==> src/rtl/udma_lsu_tap_burst.sv <==
// UART-driven bus master: decodes read/write burst commands from a byte stream,
// runs req/gnt bus cycles, returns read data LSB first or a 0x06 ack after writes.
module udma_lsu_tap_burst #(
    parameter int DATA_BYTES = 4,
    parameter int ADDR_BYTES = 4,
    parameter int MAX_BURST  = 16,
    parameter int TO_CYCLES  = 65535
) (
    input  logic                    clk_i,
    input  logic                    rstn_i,
    input  logic                    en_i,
    input  logic                    rx_valid_i,
    input  logic [7:0]              rx_data_i,
    input  logic                    tx_busy_i,
    output logic                    tx_valid_o,
    output logic [7:0]              tx_data_o,
    output logic                    req_o,
    output logic                    we_o,
    input  logic                    gnt_i,
    output logic [31:0]             addr_o,
    output logic [8*DATA_BYTES-1:0] data_o,
    input  logic                    valid_i,
    input  logic [8*DATA_BYTES-1:0] data_i,
    output logic                    busy_o,
    output logic                    err_o,
    input  logic                    err_clr_i
);
    localparam int DW   = 8 * DATA_BYTES;
    localparam int BC_W = 2;
    localparam int TO_W = $clog2(TO_CYCLES + 1);
    localparam logic [7:0]      CMD_WR    = 8'hA5;
    localparam logic [7:0]      CMD_RD    = 8'h5A;
    localparam logic [7:0]      ACK_BYTE  = 8'h06;
    localparam logic [8:0]      MAX_WORDS = 9'(MAX_BURST);
    localparam logic [TO_W-1:0] TO_LAST   = TO_W'(TO_CYCLES - 1);

    typedef enum logic [3:0] {
        S_IDLE  = 4'd0,
        S_ADDR  = 4'd1,
        S_LEN   = 4'd2,
        S_WDATA = 4'd3,
        S_WREQ  = 4'd4,
        S_RREQ  = 4'd5,
        S_RWAIT = 4'd6,
        S_RSEND = 4'd7,
        S_ACK   = 4'd8
    } state_t;

    state_t            state_r, state_next_s;
    logic              we_r, req_r, tx_valid_r, err_r, busy_r;
    logic [31:0]       addr_r;
    logic [DW-1:0]     wdata_r, rdata_r;
    logic [7:0]        tx_data_r;
    logic [8:0]        words_left_r;
    logic [BC_W-1:0]   byte_cnt_r;
    logic [TO_W-1:0]   to_cnt_r;

    logic              cmd_hit_s, bus_done_s, tx_fire_s, timeout_s;
    logic              len_ok_s, last_addr_s, last_data_s;
    logic [8:0]        len_words_s;
    logic              req_next_s, tx_valid_next_s, err_set_s;
    logic [7:0]        tx_data_next_s, tx_byte_s;

    assign cmd_hit_s   = (rx_data_i == CMD_WR) || (rx_data_i == CMD_RD);
    assign bus_done_s  = req_r & gnt_i;
    assign tx_fire_s   = ~tx_valid_r & ~tx_busy_i;
    assign timeout_s   = (to_cnt_r == TO_LAST) & ~rx_valid_i;
    assign len_words_s = {1'b0, rx_data_i} + 9'd1;
    assign len_ok_s    = (len_words_s <= MAX_WORDS);
    assign last_addr_s = (byte_cnt_r == BC_W'(ADDR_BYTES - 1));
    assign last_data_s = (byte_cnt_r == BC_W'(DATA_BYTES - 1));

    // State register
    always_ff @(posedge clk_i or negedge rstn_i) begin
        if (!rstn_i) begin
            state_r <= S_IDLE;
        end else begin
            state_r <= state_next_s;
        end
    end

    // Next-state decode; disable overrides everything and abandons any bus cycle
    always_comb begin
        state_next_s = state_r;
        if (!en_i) begin
            state_next_s = S_IDLE;
        end else begin
            case (state_r)
                S_IDLE: begin
                    if (rx_valid_i && cmd_hit_s) state_next_s = S_ADDR;
                    else                         state_next_s = S_IDLE;
                end
                S_ADDR: begin
                    if (rx_valid_i)     state_next_s = last_addr_s ? S_LEN : S_ADDR;
                    else if (timeout_s) state_next_s = S_IDLE;
                    else                state_next_s = S_ADDR;
                end
                S_LEN: begin
                    if (rx_valid_i)     state_next_s = !len_ok_s ? S_IDLE : (we_r ? S_WDATA : S_RREQ);
                    else if (timeout_s) state_next_s = S_IDLE;
                    else                state_next_s = S_LEN;
                end
                S_WDATA: begin
                    if (rx_valid_i)     state_next_s = last_data_s ? S_WREQ : S_WDATA;
                    else if (timeout_s) state_next_s = S_IDLE;
                    else                state_next_s = S_WDATA;
                end
                S_WREQ: begin
                    if (bus_done_s) state_next_s = (words_left_r > 9'd1) ? S_WDATA : S_ACK;
                    else            state_next_s = S_WREQ;
                end
                S_RREQ: begin
                    if (bus_done_s) state_next_s = S_RWAIT;
                    else            state_next_s = S_RREQ;
                end
                S_RWAIT: begin
                    if (valid_i) state_next_s = S_RSEND;
                    else         state_next_s = S_RWAIT;
                end
                S_RSEND: begin
                    if (tx_fire_s && last_data_s) state_next_s = (words_left_r != 9'd0) ? S_RREQ : S_IDLE;
                    else                          state_next_s = S_RSEND;
                end
                S_ACK: begin
                    if (tx_fire_s) state_next_s = S_IDLE;
                    else           state_next_s = S_ACK;
                end
                default: state_next_s = S_IDLE;
            endcase
        end
    end

    // Output decode: next values of the registered handshake, tx and error outputs
    always_comb begin
        tx_byte_s = 8'h00;
        for (int i = 0; i < DATA_BYTES; i++) begin
            if (byte_cnt_r == BC_W'(i)) tx_byte_s = rdata_r[8*i +: 8];
            else                        tx_byte_s = tx_byte_s;
        end
        req_next_s      = 1'b0;
        tx_valid_next_s = 1'b0;
        tx_data_next_s  = tx_data_r;
        err_set_s       = 1'b0;
        if (en_i) begin
            case (state_r)
                S_ADDR, S_WDATA: err_set_s = timeout_s;
                S_LEN:           err_set_s = timeout_s | (rx_valid_i & ~len_ok_s);
                S_WREQ, S_RREQ: begin
                    req_next_s = ~bus_done_s;
                    err_set_s  = rx_valid_i;
                end
                S_RWAIT:         err_set_s = rx_valid_i;
                S_RSEND: begin
                    err_set_s       = rx_valid_i;
                    tx_valid_next_s = tx_fire_s;
                    if (tx_fire_s) tx_data_next_s = tx_byte_s;
                    else           tx_data_next_s = tx_data_r;
                end
                S_ACK: begin
                    err_set_s       = rx_valid_i;
                    tx_valid_next_s = tx_fire_s;
                    if (tx_fire_s) tx_data_next_s = ACK_BYTE;
                    else           tx_data_next_s = tx_data_r;
                end
                default:         err_set_s = 1'b0;
            endcase
        end else begin
            err_set_s = 1'b0;
        end
    end

    // Registered outputs; a new error event beats a simultaneous clear
    always_ff @(posedge clk_i or negedge rstn_i) begin
        if (!rstn_i) begin
            req_r      <= 1'b0;
            tx_valid_r <= 1'b0;
            tx_data_r  <= 8'h00;
            err_r      <= 1'b0;
            busy_r     <= 1'b0;
        end else begin
            req_r      <= req_next_s;
            tx_valid_r <= tx_valid_next_s;
            tx_data_r  <= tx_data_next_s;
            busy_r     <= (state_next_s != S_IDLE);
            if (err_set_s)      err_r <= 1'b1;
            else if (err_clr_i) err_r <= 1'b0;
            else                err_r <= err_r;
        end
    end

    // Command, address, data and counter datapath
    always_ff @(posedge clk_i or negedge rstn_i) begin
        if (!rstn_i) begin
            we_r         <= 1'b0;
            addr_r       <= 32'h0000_0000;
            wdata_r      <= '0;
            rdata_r      <= '0;
            words_left_r <= 9'd0;
            byte_cnt_r   <= '0;
            to_cnt_r     <= '0;
        end else if (!en_i) begin
            byte_cnt_r <= '0;
            to_cnt_r   <= '0;
        end else begin
            case (state_r)
                S_IDLE: begin
                    if (rx_valid_i && cmd_hit_s) begin
                        we_r       <= (rx_data_i == CMD_WR);
                        addr_r     <= 32'h0000_0000;
                        byte_cnt_r <= '0;
                        to_cnt_r   <= '0;
                    end
                end
                S_ADDR: begin
                    if (rx_valid_i) begin
                        for (int i = 0; i < ADDR_BYTES; i++) begin
                            if (byte_cnt_r == BC_W'(i)) addr_r[8*i +: 8] <= rx_data_i;
                        end
                        byte_cnt_r <= last_addr_s ? '0 : byte_cnt_r + BC_W'(1);
                        to_cnt_r   <= '0;
                    end else begin
                        to_cnt_r <= to_cnt_r + TO_W'(1);
                    end
                end
                S_LEN: begin
                    if (rx_valid_i) begin
                        words_left_r <= len_words_s;
                        byte_cnt_r   <= '0;
                        to_cnt_r     <= '0;
                    end else begin
                        to_cnt_r <= to_cnt_r + TO_W'(1);
                    end
                end
                S_WDATA: begin
                    if (rx_valid_i) begin
                        for (int i = 0; i < DATA_BYTES; i++) begin
                            if (byte_cnt_r == BC_W'(i)) wdata_r[8*i +: 8] <= rx_data_i;
                        end
                        byte_cnt_r <= last_data_s ? '0 : byte_cnt_r + BC_W'(1);
                        to_cnt_r   <= '0;
                    end else begin
                        to_cnt_r <= to_cnt_r + TO_W'(1);
                    end
                end
                S_WREQ, S_RREQ: begin
                    if (bus_done_s) begin
                        addr_r       <= addr_r + 32'(DATA_BYTES);
                        words_left_r <= words_left_r - 9'd1;
                    end
                end
                S_RWAIT: begin
                    if (valid_i) begin
                        rdata_r    <= data_i;
                        byte_cnt_r <= '0;
                    end
                end
                S_RSEND: begin
                    if (tx_fire_s) byte_cnt_r <= last_data_s ? '0 : byte_cnt_r + BC_W'(1);
                end
                default: begin
                    to_cnt_r <= '0;
                end
            endcase
        end
    end

    assign tx_valid_o = tx_valid_r;
    assign tx_data_o  = tx_data_r;
    assign req_o      = req_r;
    assign we_o       = we_r;
    assign addr_o     = addr_r;
    assign data_o     = wdata_r;
    assign busy_o     = busy_r;
    assign err_o      = err_r;

endmodule

==> config.mk <==
export PLATFORM = sky130hd
export DESIGN_NAME = udma_lsu_tap_burst
export DESIGN_NICKNAME = d
export VERILOG_FILES = /design/src/rtl/udma_lsu_tap_burst.sv
export SDC_FILE = /design/constraint.sdc
export NUM_CORES = 1
export LEC_CHECK = 0
export BUFFER_PORTS_ARGS = -buffer_cell sky130_fd_sc_hd__buf_2
export CORE_MARGIN = 5
export CORE_UTILIZATION = 55
export CTS_CLUSTER_SIZE = 24
export DETAILED_ROUTE_END_ITERATION = 12
export PLACE_DENSITY = 0.87
export SLEW_MARGIN = 30
export SYNTH_ARGS = -nofsm -noshare
export SYNTH_HDL_FRONTEND = slang
export SYNTH_SLANG_ARGS = --single-unit
==> constraint.sdc <==
create_clock -name clk_i -period 2.9 [get_ports clk_i]
set_input_delay 0.145 -clock clk_i [delete_from_list [all_inputs] [get_ports clk_i]]
set_output_delay 0.145 -clock clk_i [all_outputs]
set_load 0.05 [all_outputs]
==> results of run 1 <==
-- worst max-delay path, delay by kind of cell (launching register included) --
family           cells  cell delay (ns)
AO/OA/AOI/OAI        1             0.19
flip-flops           1             0.54
AND/OR/NAND/NOR      5             1.65
-- power groups by stage --
stage | logic, W | registers, W | clock network [W]
2_1_floorplan | 0.0000752 | 0.00208 | 0
3_3_place_gp | 0.000251 | 0.00203 | 0
5_1_grt | 0.000321 | 0.00199 | 0.00244
6_report | 0.000296 | 0.00199 | 0.00233
4_1_cts | 0.000292 | 0.00199 | 0.00232
3_5_place_dp | 0.000257 | 0.00203 | 0
-- layout make-up --
class,instances,area (um2)
Multi-Input combinational cell,566,3702
Clock buffer,19,442.9
Tap cell,176,220.2
Sequential cell,140,3503
Fill cell,931,4099
Timing Repair Buffer,170,1067
Inverter,22,82.58
Clock inverter,13,177.7
-- stage by stage --
step           area [um2]  hold WS, ns  setup WS, ns  power (W)  utilization, %
2_1_floorplan        7501      -0.1506        0.6351   0.002155               -
3_3_place_gp         8242       0.1509        0.5769   0.002279           61.99
3_5_place_dp         8242       0.1608        0.4713   0.002285           61.99
4_1_cts              9193      0.06853        0.4678   0.004607           69.14
5_1_grt              9196      0.09637        0.1426   0.004751           69.17
6_report             9196      0.08472        0.3498   0.004621           69.17
-- metal layers --
| layer | wire length (um) | global-route usage [%] |
|---|---|---|
| met1 | 8931 | 36.97 |
| met2 | 10630 | 43.99 |
| met3 | 2122 | 8.407 |
| met4 | 779 | 11.92 |
| met5 | 0 | 0 |
-- state kept, by name (all words and copies together), names as in the netlist, 2 cells and up --
| register | cells |
|---|---|
| tx_data_o | 8 |
| addr_o | 32 |
| data_o | 32 |
| byte_cnt_r | 2 |
| rdata_r | 32 |
| state_r | 4 |
| to_cnt_r | 16 |
| words_left_r | 9 |
-- synthesized netlist by cell type (all sizes together), types with 8 or more instances --
master,n
nor3,20
dfrtp,140
nand2,59
a22oi,8
nor2,63
ha,13
nor4,10
o21ai,84
xor2,9
mux2,60
or3,9
a31oi,20
and3,10
nand3,22
buf,21
inv,22
a21oi,56
nand4,12
and2,8
clkbuf,26
-- worst max-delay path by stage --
stage                     cells past startpoint  slack (ns)                       end                  start
after floorplan                               8        0.64    addr_o[29]$_DFFE_PN0P_  addr_o[2]$_DFFE_PN0P_
after global placement                        9        0.58     addr_o[0]$_DFFE_PN0P_           rx_data_i[0]
after detailed placement                      6        0.47  tx_data_o[1]$_DFFE_PN0P_   state_r[3]$_DFF_PN0_
after CTS                                     6        0.47  tx_data_o[1]$_DFFE_PN0P_   state_r[3]$_DFF_PN0_
after global routing                          6        0.14  tx_data_o[1]$_DFFE_PN0P_   state_r[3]$_DFF_PN0_
final                                         6        0.35  tx_data_o[1]$_DFFE_PN0P_   state_r[3]$_DFF_PN0_
-- logic make-up (layout without fill, tap and decap cells) --
logic type | after synthesis | in the layout | share of synthesized area (%)
compound gates | 230 | 230 | 18.92
xor+xnor | 10 | 10 | 1.168
fa+ha+maj | 13 | 13 | 2.169
buf+inv | 69 | 224 | 4.020
flops | 140 | 140 | 46.71
mux | 62 | 62 | 9.274
simple gates | 251 | 251 | 17.75
-- timing repair --
item / CTS / global route
hold endpoints to repair: 89 / 0
gates resized for setup: 0 / 0
hold buffers: 33 / 0
==> flow_summary.toml, run 1 <==
[status]
status = "finished, final reports clean"

[synth]
synth_top_cell_by_area = "dfrtp_1"
synth_warnings = 0
avgSynthCellArea_um2 = 9.679
syn_nets = 836
ys_seq_elements = 140
synth_edf_count = 0
async_reset_ff_share_pct = 100.0
synth_top_area_share_pct = 46.71
synthTopCellsByArea = "dfrtp_1, mux2_2, o21ai_0, a21oi_1, nor2_1"
synthFlopType = "dfrtp_1"
ys_seq_area_share_pct = 46.71
synthCells = 775
syn_area_mm2 = 0.007501
synthDistinctLibCells = 71

[hold_path]
min_to = "data_o[25]$_DFFE_PN0P_"
hold_depth = 2
hold_start = "rx_data_i[1]"
hp-class = "in -> reg"

[floorplan]
ios = 125
start_util_pct = 56.42
coreArea_mm2 = 0.01330
rows = 42
dieHeight_um = 126.8
dieArea_mm2 = 0.01607
die_x_um = 126.8

[clocking]
clock_latency_ns = 0.43
cts_buffers = 17
tritoncts = "yes"
cts_setup_buffers = 0
clock_path_buffers = 2
h-tree-depth = 4
clk_pin_slew_worst_paths_ns = 0.06
clock_sinks = 140
ctsRootBufferMaster = "clkbuf_16"

[setup_path]
crit_fanout = 13
timing.rr.start = "state_r[3]$_DFF_PN0_"
worst-r2r-setup-slack_ns = 0.35
crit_chain = "nor2b_1 > nand3_1 > nand2_1 > nand3_1 > nor2_1 > a21oi_1"
crit_top_cell = "nand3_1"
startpoint_type = "flop"
crit_type = "reg -> reg"
cpPeakStageDelay_ns = 0.62
crit_slowest_cell = "nor2_1"
end_kind = "flop"
cp.required_ns = 3.16
worstPathArrival_ns = 2.81
r2r_cells = 6
reg2reg_to = "tx_data_o[1]$_DFFE_PN0P_"

[cells_and_area]
drive_above_1_share_pct = 26.34
antenna_cells = 0
final_cells = 1106
final_cell_mix = "dfrtp_1, buf_2, o21ai_0"
area_growth_syn_to_layout_pct = 22.60
layout_commonest_cell = "dfrtp_1"
layout.nets = 978

[timing]
slew_viol_final = 0
fin_worst_skew_ns = 0.01118
relSlewSlack_pct = 47.95
fmax_mhz = 392.1
rsz0062_at_grt = "no"
setup_violations = 0
finalSetupTns_ns = 0
worst-slew-pin-transition_ns = 0.7807
min_period_over_period_pct = 87.94
min_period_ns = 2.550
finalHoldViolations = 0

[place]
hpwl_um = 13810
gp_congestion = 0.9502
placedCellCount = 1041
io_buffer_count = 124

[grt]
grt_max_degree = 63
grtUsageTotal_pct = 28.26
grt_overflow = 0
first_global_vias = 6742
grt_pass1_wl_um = 36090
antenna_found_initial = 0

[pwr]
cellLeakagePower_nw = 4.443
combPwrFrac_pct = 6.4
vdd_ir_drop_max_v = 0.0004429
seqPwrFrac_pct = 43.1
p_int_w = 0.003465
p_sw_share_pct = 25.00
power_frac_clock_pct = 50.5
net-switching-power_w = 0.001155
powerDensity_mw_per_mm2 = 502.4

[drt]
vias = 6921
routed_wl_um = 22470
drt_iter0_markers = 889
firstDrtPassIters = 5
viasPerCell = 6.258
routedWlPerCell_um = 20.31
ant_nets = 0
drc = 0

[job]
cap_violations = 0
No activity file was read; power rests on OpenSTA's default activity.
==> run 2, diff against run 1 <==
--- a/config.mk
+++ b/config.mk
@@ -5,6 +5,7 @@
 export SDC_FILE = /design/constraint.sdc
 export NUM_CORES = 1
 export LEC_CHECK = 0
+export ABC_AREA = 1
 export BUFFER_PORTS_ARGS = -buffer_cell sky130_fd_sc_hd__buf_2
 export CORE_MARGIN = 5
 export CORE_UTILIZATION = 55
==> flow_summary.toml, run 2 <==
[status]
status = "finished, final reports clean"

[grt]
antenna_found_initial = 0
grtUsageTotal_pct = 27.47
first_global_vias = 7527
grt_max_degree = 81
grt_pass1_wl_um = 36830
grt_overflow = 0

[synth]
synthTopCellsByArea = "dfrtp_1, nand2_1, o21ai_0, mux2_2, nor2_1"
synth_top_cell_by_area = "dfrtp_1"
muxShareOfSynthArea_pct = 4.688
ys_seq_elements = 140
syn_area_mm2 = 0.007900
synthDistinctLibCells = 46
synth_top_family_by_area = "simple AND/OR/NAND/NOR gates"
async_reset_ff_share_pct = 100.0
ys_seq_area_share_pct = 44.35
yosys.area_share.simple_pct = 26.88
synth_edf_count = 0
synthTopCellsByCount = "nand2_1, dfrtp_1, o21ai_0"
avgSynthCellArea_um2 = 7.940
synth_compound_area_share_pct = 13.26
syn_nets = 1056
synthFlopType = "dfrtp_1"
synth_top_area_share_pct = 44.35
synth_warnings = 0
synth_xor_xnor_area_share_pct = 1.996
synthCells = 995
yosysMostFrequentCell = "nand2_1"
synth_fa_ha_area_share_pct = 2.059

[timing]
rsz0062_at_grt = "no"
setup_violations = 0
relSlewSlack_pct = 56.73
fin_hold_ws_ns = 0.1067
finalHoldViolations = 0
fin_worst_skew_ns = 0.008326
slew_viol_final = 0
min_period_over_period_pct = 85.44
fmax_mhz = 403.6
finalSetupTns_ns = 0
worst-slew-pin-transition_ns = 0.6467
min_period_ns = 2.478
fin_ws_ns = 0.4224

[cells_and_area]
antenna_cells = 0
drive_above_1_share_pct = 19.79
final_core_util_pct = 68.67
fill_cells = 1130
layout.nets = 1211
area_growth_syn_to_layout_pct = 21.59
finalInstanceArea_mm2 = 0.009605
final_cell_mix = "nand2_1, dfrtp_1, buf_2"
layout_commonest_cell = "nand2_1"

[place]
dpl_cell_area_mm2 = 0.008653
gp_congestion = 0.9611
io_buffer_count = 124
hpwl_um = 15390
dp_worst_setup_slack_ns = 0.4962

[setup_path]
crit_top_cell = "nand2_4"
timing.rr.start = "state_r[3]$_DFF_PN0_"
crit_slowest_cell = "nor2_1"
crit_type = "reg -> reg"
cpPeakStageDelay_ns = 0.51
cp.required_ns = 3.22
crit_fanout = 28
crit_start = "state_r[3]$_DFF_PN0_"
startpoint_type = "flop"
crit_chain = "inv_2 > nand2_4 > inv_4 > nand2_4 > inv_4 > nor2_2 > nand2_2 > nand2_4 > nor2_1 > nand3_1 > o21a_1"
worstPathArrival_ns = 2.80
end_kind = "flop"

[floorplan]
start_util_pct = 56.48
dieHeight_um = 129.9
rows = 43
coreArea_mm2 = 0.01399
die_x_um = 129.9
ios = 125
dieArea_mm2 = 0.01686

[drt]
ant_nets = 0
routed_wl_um = 22540
vias = 7645
viasPerCell = 5.697
drc = 0
firstDrtPassIters = 7
drt_iter0_markers = 856
routedWlPerCell_um = 16.80

[pwr]
vdd_ir_drop_max_v = 0.0004114
p_sw_share_pct = 34.08
seqPwrFrac_pct = 40.0
cellLeakagePower_nw = 4.734
net-switching-power_w = 0.001955
powerDensity_mw_per_mm2 = 597.2
p_int_w = 0.003781
combPwrFrac_pct = 20.4
power_frac_clock_pct = 39.6

[clocking]
tritoncts = "yes"
ctsResizeCount = 0
cts_buffers = 17
cts_setup_buffers = 0
h-tree-depth = 4
ctsRootBufferMaster = "clkbuf_16"
clk_pin_slew_worst_paths_ns = 0.06
clock_latency_ns = 0.43
clock_sinks = 140
clock_path_buffers = 2

[job]
cap_violations = 0

[hold_path]
hp-class = "in -> reg"
hold_start = "en_i"
-- run 2: cell count changes in the layout (fill, tap and decap cells not counted), sizes merged, moves of 10 or more --
cell,previous run,this run
nand2,59,276
inv,29,103
nand3,22,62
nor2,63,98
a21oi,56,27
o21ai,84,113
mux2,60,32
a31oi,20,2
buf,137,127
o31ai,2,12
-- run 2: final timing paths --
| check | to | slack, ns | cells past startpoint |
|---|---|---|---|
| min in group asynchronous | addr_o[22]$_DFFE_PN0P_ | 0.26 | 2 |
| setup reg to reg | addr_o[3]$_DFFE_PN0P_ | 0.42 | 11 |
| max in group asynchronous | words_left_r[8]$_DFFE_PN0P_ | 1.83 | 3 |
| hold reg to reg | tx_data_o[7]$_DFFE_PN0P_ | 0.49 | 2 |
| hold / removal | state_r[0]$_DFF_PN0_ | 0.11 | 3 |
| setup / recovery | addr_o[3]$_DFFE_PN0P_ | 0.42 | 11 |
-- run 2: worst max-delay path, delay by kind of cell, from the launching register on --
family,cells,cell delay (ns)
compound gates,1,0.14
buf+inv,3,0.58
flops,1,0.43
simple gates,7,1.21
-- run 2: cell families after synthesis --
| family | after synthesis |
|---|---|
| fa+ha+maj | 13 |
| buf+inv | 125 |
| compound gates | 181 |
| simple gates | 485 |
| flops | 140 |
| mux | 33 |
| xor+xnor | 18 |
-- run 2: power by group through the flow --
stage,registers (W),logic [W],clock network (W)
2_1_floorplan,0.00270,0.000382,0
4_1_cts,0.00229,0.00116,0.00228
6_report,0.00230,0.00117,0.00227
3_5_place_dp,0.00232,0.00112,0
5_1_grt,0.00232,0.00126,0.00239
3_3_place_gp,0.00232,0.00111,0
-- run 2: routing by layer --
metal | track usage, % | vias up | share of wire (%)
met2 | 44.86 | 352 | 48
li1 | - | 3608 | -
met1 | 36.27 | 3629 | 41
met3 | 5.813 | 56 | 7.5
met4 | 10.21 | 0 | 2.9
met5 | 0 | - | 0
-- run 2: area by class of cell --
class	instances	area (um2)	area share, %
Timing Repair Buffer	161	1002	10.43
Sequential cell	140	3503	36.47
Multi-Input combinational cell	730	3861	40.20
Tap cell	180	225.2	2.345
Clock buffer	17	425.4	4.429
Inverter	100	401.6	4.181
Clock inverter	14	186.4	1.941
-- run 2: per-stage QoR --
stage,instances,total power [W]
floorplan,995,0.003079
CTS,1342,0.005733
global route,1342,0.005967
finish,1342,0.005736
global placement,1277,0.003429
detailed placement,1277,0.003439
-- run 2: timing repair --
| item | CTS | global route |
|---|---|---|
| endpoints found under the hold margin | 93 | 0 |
| setup endpoints to repair | 0 | 0 |
| hold buffers | 34 | 0 |
